===== src/rtl/load_wb_unit.sv =====
// Load/writeback unit: sequences one data-memory load at a time and merges its
// result with ALU results onto a single register-file write port.
// Optional macro LOAD_MISALIGN_CHECK_EN aborts misaligned LH/LHU/LW loads with o_misalign.
module load_wb_unit #(
    parameter int unsigned N  = 32,
    parameter int unsigned AW = 5
) (
    input  logic          i_clk,
    input  logic          i_arst,
    input  logic          i_alu_valid,
    input  logic [AW-1:0] i_alu_rd,
    input  logic [N-1:0]  i_alu_result,
    input  logic          i_ld_valid,
    input  logic [AW-1:0] i_ld_rd,
    input  logic [N-1:0]  i_ld_addr,
    input  logic [2:0]    i_ld_funct3,
    output logic          o_ld_busy,
    output logic          o_mem_req,
    output logic [N-1:0]  o_mem_addr,
    input  logic          i_mem_gnt,
    input  logic          i_mem_rvalid,
    input  logic [N-1:0]  i_mem_rdata,
    output logic          o_rf_we,
    output logic [AW-1:0] o_rf_waddr,
    output logic [N-1:0]  o_rf_wdata,
    output logic          o_stall,
    output logic          o_misalign
);

    typedef enum logic [1:0] {S_IDLE, S_REQ, S_WAIT, S_WB} state_t;

    state_t        r_state;
    state_t        w_state_nxt;
    logic [AW-1:0] r_ld_rd;
    logic [1:0]    r_ld_lane;
    logic [2:0]    r_ld_funct3;
    logic [N-1:0]  r_mem_addr;
    logic          r_mem_req;
    logic          r_busy;
    logic          r_pend_valid;
    logic [AW-1:0] r_pend_rd;
    logic [N-1:0]  r_pend_data;
    logic          r_rf_we;
    logic [AW-1:0] r_rf_waddr;
    logic [N-1:0]  r_rf_wdata;

    logic          w_ld_acc;
    logic          w_ld_wr;
    logic          w_alu_acc;
    logic          w_mis;
    logic [7:0]    w_byte;
    logic [15:0]   w_half;
    logic [N-1:0]  w_ld_data;

    assign w_ld_acc  = i_ld_valid && !r_busy;
    assign w_ld_wr   = (r_state == S_WAIT) && i_mem_rvalid;
    assign w_alu_acc = i_alu_valid && !r_pend_valid;

`ifdef LOAD_MISALIGN_CHECK_EN
    logic r_misalign;

    assign w_mis = ((i_ld_funct3 == 3'b001 || i_ld_funct3 == 3'b101) && i_ld_addr[0])
                || ((i_ld_funct3 == 3'b010) && (i_ld_addr[1:0] != 2'b00));

    always_ff @(posedge i_clk or posedge i_arst) begin
        if (i_arst) r_misalign <= 1'b0;
        else        r_misalign <= w_ld_acc && w_mis;
    end

    assign o_misalign = r_misalign;
`else
    assign w_mis      = 1'b0;
    assign o_misalign = 1'b0;
`endif

    // State register
    always_ff @(posedge i_clk or posedge i_arst) begin
        if (i_arst) r_state <= S_IDLE;
        else        r_state <= w_state_nxt;
    end

    // Next-state logic; a misaligned load spends its single busy cycle in WB
    always_comb begin
        w_state_nxt = r_state;
        case (r_state)
            S_IDLE: if (w_ld_acc)     w_state_nxt = w_mis ? S_WB : S_REQ;
            S_REQ:  if (i_mem_gnt)    w_state_nxt = S_WAIT;
            S_WAIT: if (i_mem_rvalid) w_state_nxt = S_WB;
            S_WB:                     w_state_nxt = S_IDLE;
            default:                  w_state_nxt = S_IDLE;
        endcase
    end

    // Lane select and sign/zero extension of the returned word
    always_comb begin
        w_byte = i_mem_rdata[{r_ld_lane, 3'b000} +: 8];
        w_half = i_mem_rdata[{r_ld_lane[1], 4'b0000} +: 16];
        case (r_ld_funct3)
            3'b000:  w_ld_data = {{(N-8){w_byte[7]}}, w_byte};
            3'b100:  w_ld_data = {{(N-8){1'b0}}, w_byte};
            3'b001:  w_ld_data = {{(N-16){w_half[15]}}, w_half};
            3'b101:  w_ld_data = {{(N-16){1'b0}}, w_half};
            default: w_ld_data = i_mem_rdata;
        endcase
    end

    // Load capture, memory request and write-port arbitration (load > pending > ALU)
    always_ff @(posedge i_clk or posedge i_arst) begin
        if (i_arst) begin
            r_ld_rd      <= '0;
            r_ld_lane    <= '0;
            r_ld_funct3  <= '0;
            r_mem_addr   <= '0;
            r_mem_req    <= 1'b0;
            r_busy       <= 1'b0;
            r_pend_valid <= 1'b0;
            r_pend_rd    <= '0;
            r_pend_data  <= '0;
            r_rf_we      <= 1'b0;
            r_rf_waddr   <= '0;
            r_rf_wdata   <= '0;
        end else begin
            if (w_ld_acc) begin
                r_ld_rd     <= i_ld_rd;
                r_ld_lane   <= i_ld_addr[1:0];
                r_ld_funct3 <= i_ld_funct3;
                if (!w_mis) r_mem_addr <= {i_ld_addr[N-1:2], 2'b00};
            end
            r_mem_req <= (w_state_nxt == S_REQ);
            r_busy    <= (w_state_nxt != S_IDLE);
            r_rf_we   <= 1'b0;
            if (w_ld_wr) begin
                if (r_ld_rd != '0) begin
                    r_rf_we    <= 1'b1;
                    r_rf_waddr <= r_ld_rd;
                    r_rf_wdata <= w_ld_data;
                end
                if (w_alu_acc) begin
                    r_pend_valid <= 1'b1;
                    r_pend_rd    <= i_alu_rd;
                    r_pend_data  <= i_alu_result;
                end
            end else if (r_pend_valid) begin
                r_pend_valid <= 1'b0;
                if (r_pend_rd != '0) begin
                    r_rf_we    <= 1'b1;
                    r_rf_waddr <= r_pend_rd;
                    r_rf_wdata <= r_pend_data;
                end
            end else if (w_alu_acc && (i_alu_rd != '0)) begin
                r_rf_we    <= 1'b1;
                r_rf_waddr <= i_alu_rd;
                r_rf_wdata <= i_alu_result;
            end
        end
    end

    assign o_ld_busy  = r_busy;
    assign o_mem_req  = r_mem_req;
    assign o_mem_addr = r_mem_addr;
    assign o_rf_we    = r_rf_we;
    assign o_rf_waddr = r_rf_waddr;
    assign o_rf_wdata = r_rf_wdata;
    assign o_stall    = r_pend_valid;

endmodule


===== config.mk =====
export PLATFORM = sky130hd
export DESIGN_NAME = load_wb_unit
export DESIGN_NICKNAME = d
export VERILOG_FILES = /design/src/rtl/load_wb_unit.sv
export SDC_FILE = /design/constraint.sdc
export NUM_CORES = 1
export LEC_CHECK = 0
export CAP_MARGIN = 30
export CORE_UTILIZATION = 51
export DETAILED_ROUTE_END_ITERATION = 7
export PLACE_DENSITY = 0.84
export SYNTH_ARGS = -nofsm -noshare
export SYNTH_HDL_FRONTEND = slang
export SYNTH_SLANG_ARGS = --single-unit
export TNS_END_PERCENT = 5

===== constraint.sdc =====
create_clock -name i_clk -period 7.95 [get_ports i_clk]
set_input_delay 1.9875 -clock i_clk [delete_from_list [all_inputs] [get_ports i_clk]]
set_output_delay 1.9875 -clock i_clk [all_outputs]
set_load 0.01 [all_outputs]

==> impl_metrics.toml, run 1 <==
[route]
drt-initial-drc-count = 259
drtPass1Iterations = 4
drc_errors = 0
vias_per_cell = 5.77
wl_um = 16500
ant_nets = 0
vias = 4671
wl_per_cell_um = 20.4

[floorplanning]
fp.dieH_um = 110
rows = 39
die_w_um = 110
core_area_um2 = 11400
dieArea_um2 = 12200
ioPinCount = 189
start_util_pct = 52.4

[power]
peakVddDrop_mv = 0.241
powerDensity_nw_per_um2 = 388
total_power_mw = 3.32
leakagePower_nw = 3.47

[logic_synthesis]
synth_area_um2 = 5980
yosys.area.top_type = "dfrtp_1"
synth_edf_count = 0
synth.top_cells.by_area = "dfrtp_1, mux2_2, mux2i_1, mux2_4, a211oi_1"
synth.most_common_cell = "dfrtp_1"
ys_types = 39
synthArstFlopShare_pct = 100
yosys.area.top_type_share_pct = 50.2
synth_seq_cells = 120
synthTopCellsByCount = "dfrtp_1, mux2_2, mux2i_1, a21oi_1, a211oi_1"
avgSynthCellArea_um2 = 12.5
yosys_warnings = 0
synth_cells = 479
ys.flop_type = "dfrtp_1"
ys_seq_area_share_pct = 50.2

[grt]
grtUsageMet2_pct = 46.7
use_met1_pct = 35.8
grt_overflow = 0
use_met3_pct = 8.29
grt_max_degree = 66
track_usage_pct = 28.3
antenna_found_initial = 0
grt_pass1_wl_um = 25300
busiest_layer = "met2"
grt_pass1_vias = 4769

[clock_tree]
postCtsHoldBufs = 0
clk_pin_slew_ns = 0.05
post_cts_buffers = 0
cts_buffer_depth = 2
htree_levels = 4
cts_resized = 0
cts.sinks = 120
cts_root_buf = "clkbuf_16"
numCtsBuffers = 17
cts_tree = "built"
clock_latency_ns = 0.40

[place]
dp_hpwl_um = 11700
dp_slack_ns = 3.55
numPortBuffers = 185
place.gp.congestion = 0.889

[timing]
finalHoldViolCount = 0
period_share_pct = 50.6
fin_skew_ns = 0.00844
tns_ns = 0
fmax_mhz = 249
tightest_slew_ns = 0.800
finalCriticalPeriod_ns = 4.02
relSlewSlack_pct = 46.7
drv_slew = 0
finalWorstSetupSlack_ns = 3.93
rsz0062_at_grt = "false"
setup_viol = 0

[critical_path]
cp_max_fo = 42
cp.required_ns = 8.23
endpoint_kind = "register"
crit_arrival_ns = 4.30
crit_type = "in -> reg"
startpoint_type = "input port"

[cells_and_area]
area_growth_pct = 43.3
drive_above_1_share_pct = 24.3
diodes = 0
nets = 768
fill_cells = 753

[outcome]
status = "finished, final reports clean"

[worst_hold_path]
hold_class = "reg -> reg"

[job]
max-cap-violations = 0
## critical path, cell delays in order
cell and delay (ns):
clkdlybuf4s50_1 0.48, and3b_1 0.17, buf_4 0.39, o21ai_1 0.20, o31ai_4 0.08, buf_4 0.54, mux2_2 0.41
## registers in the layout (all words and copies together) (netlist names), 2 cells and up
register     flops
o_mem_addr      30
o_rf_waddr       5
o_rf_wdata      32
r_ld_funct3      3
r_ld_lane        2
r_ld_rd          5
r_pend_data     32
r_pend_rd        5
r_state          2
## layout by cell type, fill, tap and decap left out, drive strengths merged, types with 8 or more instances in the layout
cell type	count
mux2	115
dfrtp	120
a221oi	8
buf	10
inv	9
nand2	10
nor2b	19
nor2	10
clkdlybuf4s50	185
o2bb2ai	16
a211oi	23
clkbuf	21
mux2i	30
a21oi	23
nor3	11
## metrics by stage
step / instances / cell area (um^2) / hold WS [ns] / util [%]
after floorplan: 481 / 5990 / 0.479 / -
after global placement: 776 / 7890 / 0.487 / 69.1
after detailed placement: 777 / 7910 / 0.494 / 69.3
after CTS: 809 / 8570 / 0.506 / 75.0
after global routing: 809 / 8570 / 0.516 / 75.0
final: 809 / 8570 / 0.503 / 75.0
## power breakdown
group          leakage, nW  total (mW)  switching, mW  internal, mW
combinational         1.74        1.34          0.555         0.781
sequential            1.42        1.14          0.220         0.921
clock                0.309       0.844          0.271         0.573
total                 3.47        3.32           1.05          2.28
## metal layers
metal | vias up | routed length (um)
met5 | - | 0
met1 | 2300 | 6680
met3 | 19 | 1460
met4 | 0 | 264
met2 | 229 | 8120
li1 | 2123 | -
## final cells by class
| type | instances | area, um^2 | share of cell area (%) |
|---|---|---|---|
| flip-flops and latches | 120 | 3000 | 35.1 |
| clock buffers | 21 | 460 | 5.37 |
| repair buffers | 195 | 1940 | 22.6 |
| clock inverters | 11 | 195 | 2.28 |
| inverters | 10 | 40.0 | 0.467 |
| well taps | 143 | 179 | 2.09 |
| multi-input cells | 309 | 2750 | 32.1 |
## final timing paths
| path | from | endpoint | slack, ns | depth (start not counted) |
|---|---|---|---|---|
| worst max-delay path | i_mem_rvalid | o_rf_wdata[16]$_DFFE_PP0P_ | 3.93 | 7 |
| worst min-delay path | o_mem_addr[14]$_DFFE_PP0P_ | o_mem_addr[14]$_DFFE_PP0P_ | 0.50 | 1 |
| worst max register to register | o_stall$_DFFE_PP0P_ | o_rf_wdata[0]$_DFFE_PP0P_ | 5.23 | 6 |
| worst min register to register | o_mem_addr[14]$_DFFE_PP0P_ | o_mem_addr[14]$_DFFE_PP0P_ | 0.50 | 1 |
| max in group asynchronous | i_arst | o_stall$_DFFE_PP0P_ | 4.57 | 3 |
| min in group asynchronous | i_arst | o_mem_addr[22]$_DFFE_PP0P_ | 2.11 | 2 |
## kinds of logic (layout without fill, tap and decap cells)
kind of cell	count (synthesis)	count (layout)	share of synthesized area, %
muxes	146	146	27.9
DFF	120	120	50.2
AOI/OAI and AO/OA	100	100	12.1
and+or+nand+nor	60	60	5.40
buffers and inverters	52	237	4.23
other	1	3	0.0627
(Power assumes the default switching activity.)
==> run 2, diff against run 1 <==
--- a/config.mk
+++ b/config.mk
@@ -6,9 +6,9 @@
 export NUM_CORES = 1
 export LEC_CHECK = 0
 export CAP_MARGIN = 30
-export CORE_UTILIZATION = 51
+export CORE_UTILIZATION = 47
 export DETAILED_ROUTE_END_ITERATION = 7
-export PLACE_DENSITY = 0.84
+export PLACE_DENSITY = 0.78
 export SYNTH_ARGS = -nofsm -noshare
 export SYNTH_HDL_FRONTEND = slang
 export SYNTH_SLANG_ARGS = --single-unit
==> constraint.sdc (replaced) <==
create_clock -name i_clk -period 3.9 [get_ports i_clk]
set_input_delay 0.975 -clock i_clk [delete_from_list [all_inputs] [get_ports i_clk]]
set_output_delay 0.975 -clock i_clk [all_outputs]
set_load 0.01 [all_outputs]
==> run 2 against run 1 <==
  * Clock power increased by 72%
  * Die area increased by 8.3%
  * Final cell count up 3.1%
  * Setup slack worse by 2.9 ns
  * Non-clock buffer count grew 1
  * Highest routed layer unchanged
  * Power up 95%
  * Core utilization fell by 5.3 points
  * Sequential power is 100% higher
  * Sequential share of layout area is 0.21 points higher
  * Combinational power up 100%
  * Worst hold slack better by 0.0018 ns
==> impl_metrics.toml, run 2 (synthesis gave the netlist of run 1 again) <==
[cells_and_area]
final_cell_mix = "clkdlybuf4s50_1, dfrtp_1, mux2_2"
area_growth_pct = 42.5
nets = 769
diodes = 0
layout_commonest_cell = "clkdlybuf4s50_1"
fill_cells = 952
drive_above_1_share_pct = 24.6
finish.utilization_pct = 69.8

[grt]
grt_pass1_vias = 4907
grtUsageMet2_pct = 43.6
use_met1_pct = 31.8
grt_max_degree = 54
busiest_layer = "met2"
grt_overflow = 0
antenna_found_initial = 0
grt_pass1_wl_um = 25800
use_met3_pct = 8.22
track_usage_pct = 26.3

[critical_path]
crit_arrival_ns = 3.15
crit_type = "in -> reg"
ff2ff_path_depth = 5
endpoint_kind = "register"
startpoint_type = "input port"
path_delay_family = "buffers and inverters"
crit_chain = "clkdlybuf4s50_1, and3b_1, o21ai_1, o31ai_4, buf_4, mux2_2"
reg2reg_from = "o_stall$_DFFE_PP0P_"
r2r_setup_slack_ns = 1.36
rr_endpoint = "o_rf_wdata[20]$_DFFE_PP0P_"
slowest_stage = "buf_4"
cp.required_ns = 4.19
cp_max_fo = 38
path_buf_inv = 2
crit_path_max_incr_delay_ns = 0.53

[floorplanning]
core_area_um2 = 12200
rows = 40
fp.dieH_um = 115
dieArea_um2 = 13200
ioPinCount = 189
start_util_pct = 49.0
die_w_um = 115

[timing]
finalHoldViolCount = 0
fin_skew_ns = 0.00537
fmax_mhz = 350
tightest_slew_ns = 0.974
period_share_pct = 73.2
finalWorstSetupSlack_ns = 1.05
rsz0062_at_grt = "false"
finalCriticalPeriod_ns = 2.85
setup_viol = 0
tns_ns = 0
relSlewSlack_pct = 34.7
drv_slew = 0

[clock_tree]
clock_latency_ns = 0.41
cts_resized = 0
htree_levels = 4
cts_tree = "built"
postCtsHoldBufs = 0
cts_root_buf = "clkbuf_16"
cts.sinks = 120
post_cts_buffers = 0
clk_pin_slew_ns = 0.05
numCtsBuffers = 17
cts_buffer_depth = 2

[worst_hold_path]
whs_path_depth = 1
min_to = "r_pend_data[23]$_DFFE_PP0P_"
min_from = "r_pend_data[23]$_DFFE_PP0P_"
hold_class = "reg -> reg"

[route]
wl_per_cell_um = 19.6
drt-initial-drc-count = 223
vias_per_cell = 5.60
wl_um = 16400
vias = 4673
ant_nets = 0
drtPass1Iterations = 5
drc_errors = 0

[power]
powerDensity_nw_per_um2 = 761
peakVddDrop_mv = 0.455
leakagePower_nw = 3.45
total_power_mw = 6.49

[place]
place.gp.congestion = 0.910
dp_hpwl_um = 11800
numPortBuffers = 185
dp_slack_ns = 0.659

[outcome]
status = "finished, final reports clean"

[job]
max-cap-violations = 0
-- run 2: cell types whose count changed in the layout (fill, tap and decap cells not counted) --
| cell | before | now |
|---|---|---|
| inv_4 | 1 | 0 |
| clkinvlp_4 | 3 | 2 |
| clkinv_4 | 2 | 0 |
| clkinv_2 | 1 | 8 |
| nor3_1 | 11 | 10 |
| buf_12 | 1 | 2 |
| clkbuf_8 | 2 | 3 |
| bufinv_16 | 5 | 1 |
| clkbuf_1 | 2 | 1 |
| nor3_2 | 0 | 1 |
-- run 2: worst max path at each step --
| stage | from | to | depth (start not counted) |
|---|---|---|---|
| after floorplan | i_arst | o_ld_busy$_DFF_PP0_ | 1 |
| after global placement | i_mem_rvalid | o_rf_wdata[14]$_DFFE_PP0P_ | 6 |
| after detailed placement | i_mem_rvalid | o_rf_wdata[24]$_DFFE_PP0P_ | 6 |
| after CTS | i_mem_rvalid | o_rf_wdata[24]$_DFFE_PP0P_ | 6 |
| after global routing | i_mem_rvalid | o_rf_wdata[24]$_DFFE_PP0P_ | 6 |
| final | i_mem_rvalid | o_rf_wdata[20]$_DFFE_PP0P_ | 6 |
-- run 2: metrics by stage --
stage / hold slack [ns] / instance area, um^2 / instances
finish: 0.505 / 8520 / 834
global route: 0.511 / 8520 / 834
CTS: 0.505 / 8520 / 834
detailed placement: 0.494 / 7970 / 803
global placement: 0.487 / 7970 / 803
floorplan: 0.479 / 5990 / 481
-- run 2: routing by layer --
metal	vias to the layer above	share of wire, %
met5	-	0
li1	2124	-
met2	227	48
met3	30	9.1
met4	0	2.3
met1	2292	40
-- run 2: final cells by class --
cell class / count / area (um^2) / area share, %
Inverter: 10 / 41.3 / 0.485
Timing Repair Buffer: 196 / 1960 / 23.0
Sequential cell: 120 / 3000 / 35.3
Clock inverter: 10 / 77.6 / 0.911
Tap cell: 168 / 210 / 2.47
Multi-Input combinational cell: 309 / 2760 / 32.4
Clock buffer: 21 / 470 / 5.52
-- run 2: report_power, final --
| part | internal (mW) | switching (mW) |
|---|---|---|
| clock network | 0.911 | 0.538 |
| registers | 1.88 | 0.447 |
| logic | 1.59 | 1.12 |
==> run 3, diff against run 2 <==
--- a/config.mk
+++ b/config.mk
@@ -6,9 +6,9 @@
 export NUM_CORES = 1
 export LEC_CHECK = 0
 export CAP_MARGIN = 30
-export CORE_UTILIZATION = 47
+export CORE_UTILIZATION = 42
 export DETAILED_ROUTE_END_ITERATION = 7
-export PLACE_DENSITY = 0.78
+export PLACE_DENSITY = 0.73
 export SYNTH_ARGS = -nofsm -noshare
 export SYNTH_HDL_FRONTEND = slang
 export SYNTH_SLANG_ARGS = --single-unit
==> constraint.sdc (replaced) <==
create_clock -name i_clk -period 2.5 [get_ports i_clk]
set_input_delay 0.625 -clock i_clk [delete_from_list [all_inputs] [get_ports i_clk]]
set_output_delay 0.625 -clock i_clk [all_outputs]
set_load 0.01 [all_outputs]
==> run 3 against run 2 <==
  * Sequential cell count is the same
  * Sequential share of layout area shrank 0.93 points
  * Highest routed layer unchanged
  * Register-to-register slack lost 0.92 ns
  * Via count grew 0.56%
  * Combinational power grew 62%
  * Setup slack lost 0.76 ns
  * Largest power group unchanged
  * Power grew 60%
  * Worst hold slack lost 0.012 ns
  * Critical path type unchanged
  * Sequential power grew 55%
  * Routed wire length grew 2.4%
  * Clock power grew 67%
  * Clock-buffer cell count grew 3
  * Critical endpoint is now o_rf_wdata[19]$_DFFE_PP0P_
==> impl_metrics.toml, run 3 (synthesis gave the netlist of run 1 again) <==
[outcome]
status = "finished, final reports clean"

[timing]
rsz0062_at_grt = "false"
tightest_slew_ns = 1.01
drv_slew = 0
setup_viol = 0
fin_skew_ns = 0.00913
finalWorstSetupSlack_ns = 0.282
finalHoldViolCount = 0
tns_ns = 0
relSlewSlack_pct = 32.6
finalCriticalPeriod_ns = 2.22
period_share_pct = 88.7
fmax_mhz = 451

[floorplanning]
start_util_pct = 43.1
core_area_um2 = 13900
fp.dieH_um = 121
ioPinCount = 189
dieArea_um2 = 14700
die_w_um = 121
rows = 43

[critical_path]
reg2reg_from = "r_pend_rd[3]$_DFFE_PP0P_"
endpoint = "o_rf_wdata[19]$_DFFE_PP0P_"
crit_path_max_incr_delay_ns = 0.53
slowest_stage = "or4_1"
cp.depth = 7
path_buf_inv = 3
r2r_setup_slack_ns = 0.44
startpoint_type = "input port"
crit_type = "in -> reg"
crit_top_cell = "buf_4"
ff2ff_path_depth = 5
endpoint_kind = "register"
path_delay_family = "buffers and inverters"
crit_chain = "clkdlybuf4s50_1, or4_1, nor3_1, buf_4, o31ai_4, buf_4, mux2_2"
crit_arrival_ns = 2.51
critical_path.startpoint = "i_alu_rd[3]"
rr_endpoint = "o_rf_wdata[19]$_DFFE_PP0P_"
cp_max_fo = 14
cp.required_ns = 2.80

[power]
leakagePower_nw = 3.56
sw_frac_of_total_pct = 31.8
power_frac_seq_pct = 34.6
switchingPower_mw = 3.31
powerDensity_nw_per_um2 = 1190
p_int_mw = 7.09
peakVddDrop_mv = 0.784
combPwrFrac_pct = 42.1
p_clk_share_pct = 23.3

[cells_and_area]
finish.utilization_pct = 63.0
multiInputGateArea_um2 = 2760
final_cell_mix = "clkdlybuf4s50_1, dfrtp_1, mux2_2"
regArea_um2 = 3000
area_growth_pct = 46.4
nets = 785
final_cell_area_um2 = 8750
fill_cells = 1121
layout_commonest_cell = "clkdlybuf4s50_1"
drive_above_1_share_pct = 26.4
diodes = 0

[clock_tree]
cts_resized = 0
clock_latency_ns = 0.42
cts_tree = "built"
cts_buffer_depth = 2
post_cts_buffers = 0
postCtsHoldBufs = 0
cts_root_buf = "clkbuf_16"
cts.sinks = 120
htree_levels = 4
clk_pin_slew_ns = 0.05
numCtsBuffers = 17

[route]
ant_nets = 0
vias = 4699
wl_per_cell_um = 19.4
drtPass1Iterations = 4
drc_errors = 0
vias_per_cell = 5.44
drt-initial-drc-count = 279
wl_um = 16800

[grt]
antenna_found_initial = 0
grt_pass1_wl_um = 26100
track_usage_pct = 23.9
grt_pass1_vias = 4889
grt_overflow = 0
grt_max_degree = 60

[place]
dp_slack_ns = -0.130
numPortBuffers = 185
place.gp.congestion = 0.916
placed_cell_area_um2 = 8160
dp_hpwl_um = 12300

[job]
max-cap-violations = 0

[worst_hold_path]
hold_class = "in -> async"
run 3: changes by cell type in the layout (fill, tap and decap cells not counted):
cell       previous run  this run
buf_4                 9        21
buf_12                2         6
clkinv_2              8         5
clkbuf_8              3         5
bufinv_16             1         2
clkbuf_1              1         2
run 3: worst min-delay path by stage:
stage | slack, ns | cells past startpoint | from | end
final | 0.49 | 2 | i_arst | o_mem_addr[29]$_DFFE_PP0P_
after global routing | 0.51 | 1 | r_pend_data[26]$_DFFE_PP0P_ | r_pend_data[26]$_DFFE_PP0P_
after CTS | 0.48 | 2 | i_arst | o_mem_addr[29]$_DFFE_PP0P_
after detailed placement | 0.49 | 1 | r_pend_data[30]$_DFFE_PP0P_ | r_pend_data[30]$_DFFE_PP0P_
after global placement | 0.49 | 1 | r_pend_data[9]$_DFFE_PP0P_ | r_pend_data[9]$_DFFE_PP0P_
after floorplan | 0.48 | 1 | r_pend_data[0]$_DFFE_PP0P_ | r_pend_data[0]$_DFFE_PP0P_
run 3: stage by stage:
step / std cells / power [mW] / hold WS [ns]
final: 863 / 10.4 / 0.493
after CTS: 863 / 10.5 / 0.484
after floorplan: 481 / 5.91 / 0.479
after global routing: 863 / 10.9 / 0.509
after detailed placement: 831 / 7.99 / 0.494
after global placement: 831 / 7.83 / 0.488
run 3: power groups by stage:
stage	logic, mW	registers, mW	clock network, mW
6_report	4.38	3.60	2.42
5_1_grt	4.68	3.72	2.54
4_1_cts	4.42	3.60	2.47
3_5_place_dp	4.38	3.61	0
3_3_place_gp	4.27	3.56	0
2_1_floorplan	2.23	3.68	0
run 3: cell type report:
cell class,instances,area share [%]
clock buffer,24,5.73
clock inverter,8,1.06
inverter,10,0.472
multi-input combinational,309,31.5
sequential,120,34.3
tap,180,2.57
timing repair buffer,212,24.3
run 3: metal layers:
| metal | vias up | share of wire, % | routed length, um | track usage [%] |
|---|---|---|---|---|
| met5 | - | 0 | 0 | 0 |
| met4 | 0 | 2.0 | 342 | 9.49 |
| met3 | 22 | 8.5 | 1430 | 7.42 |
| met2 | 202 | 48 | 8050 | 39.1 |
| met1 | 2326 | 41 | 6950 | 29.2 |
| li1 | 2149 | - | - | - |
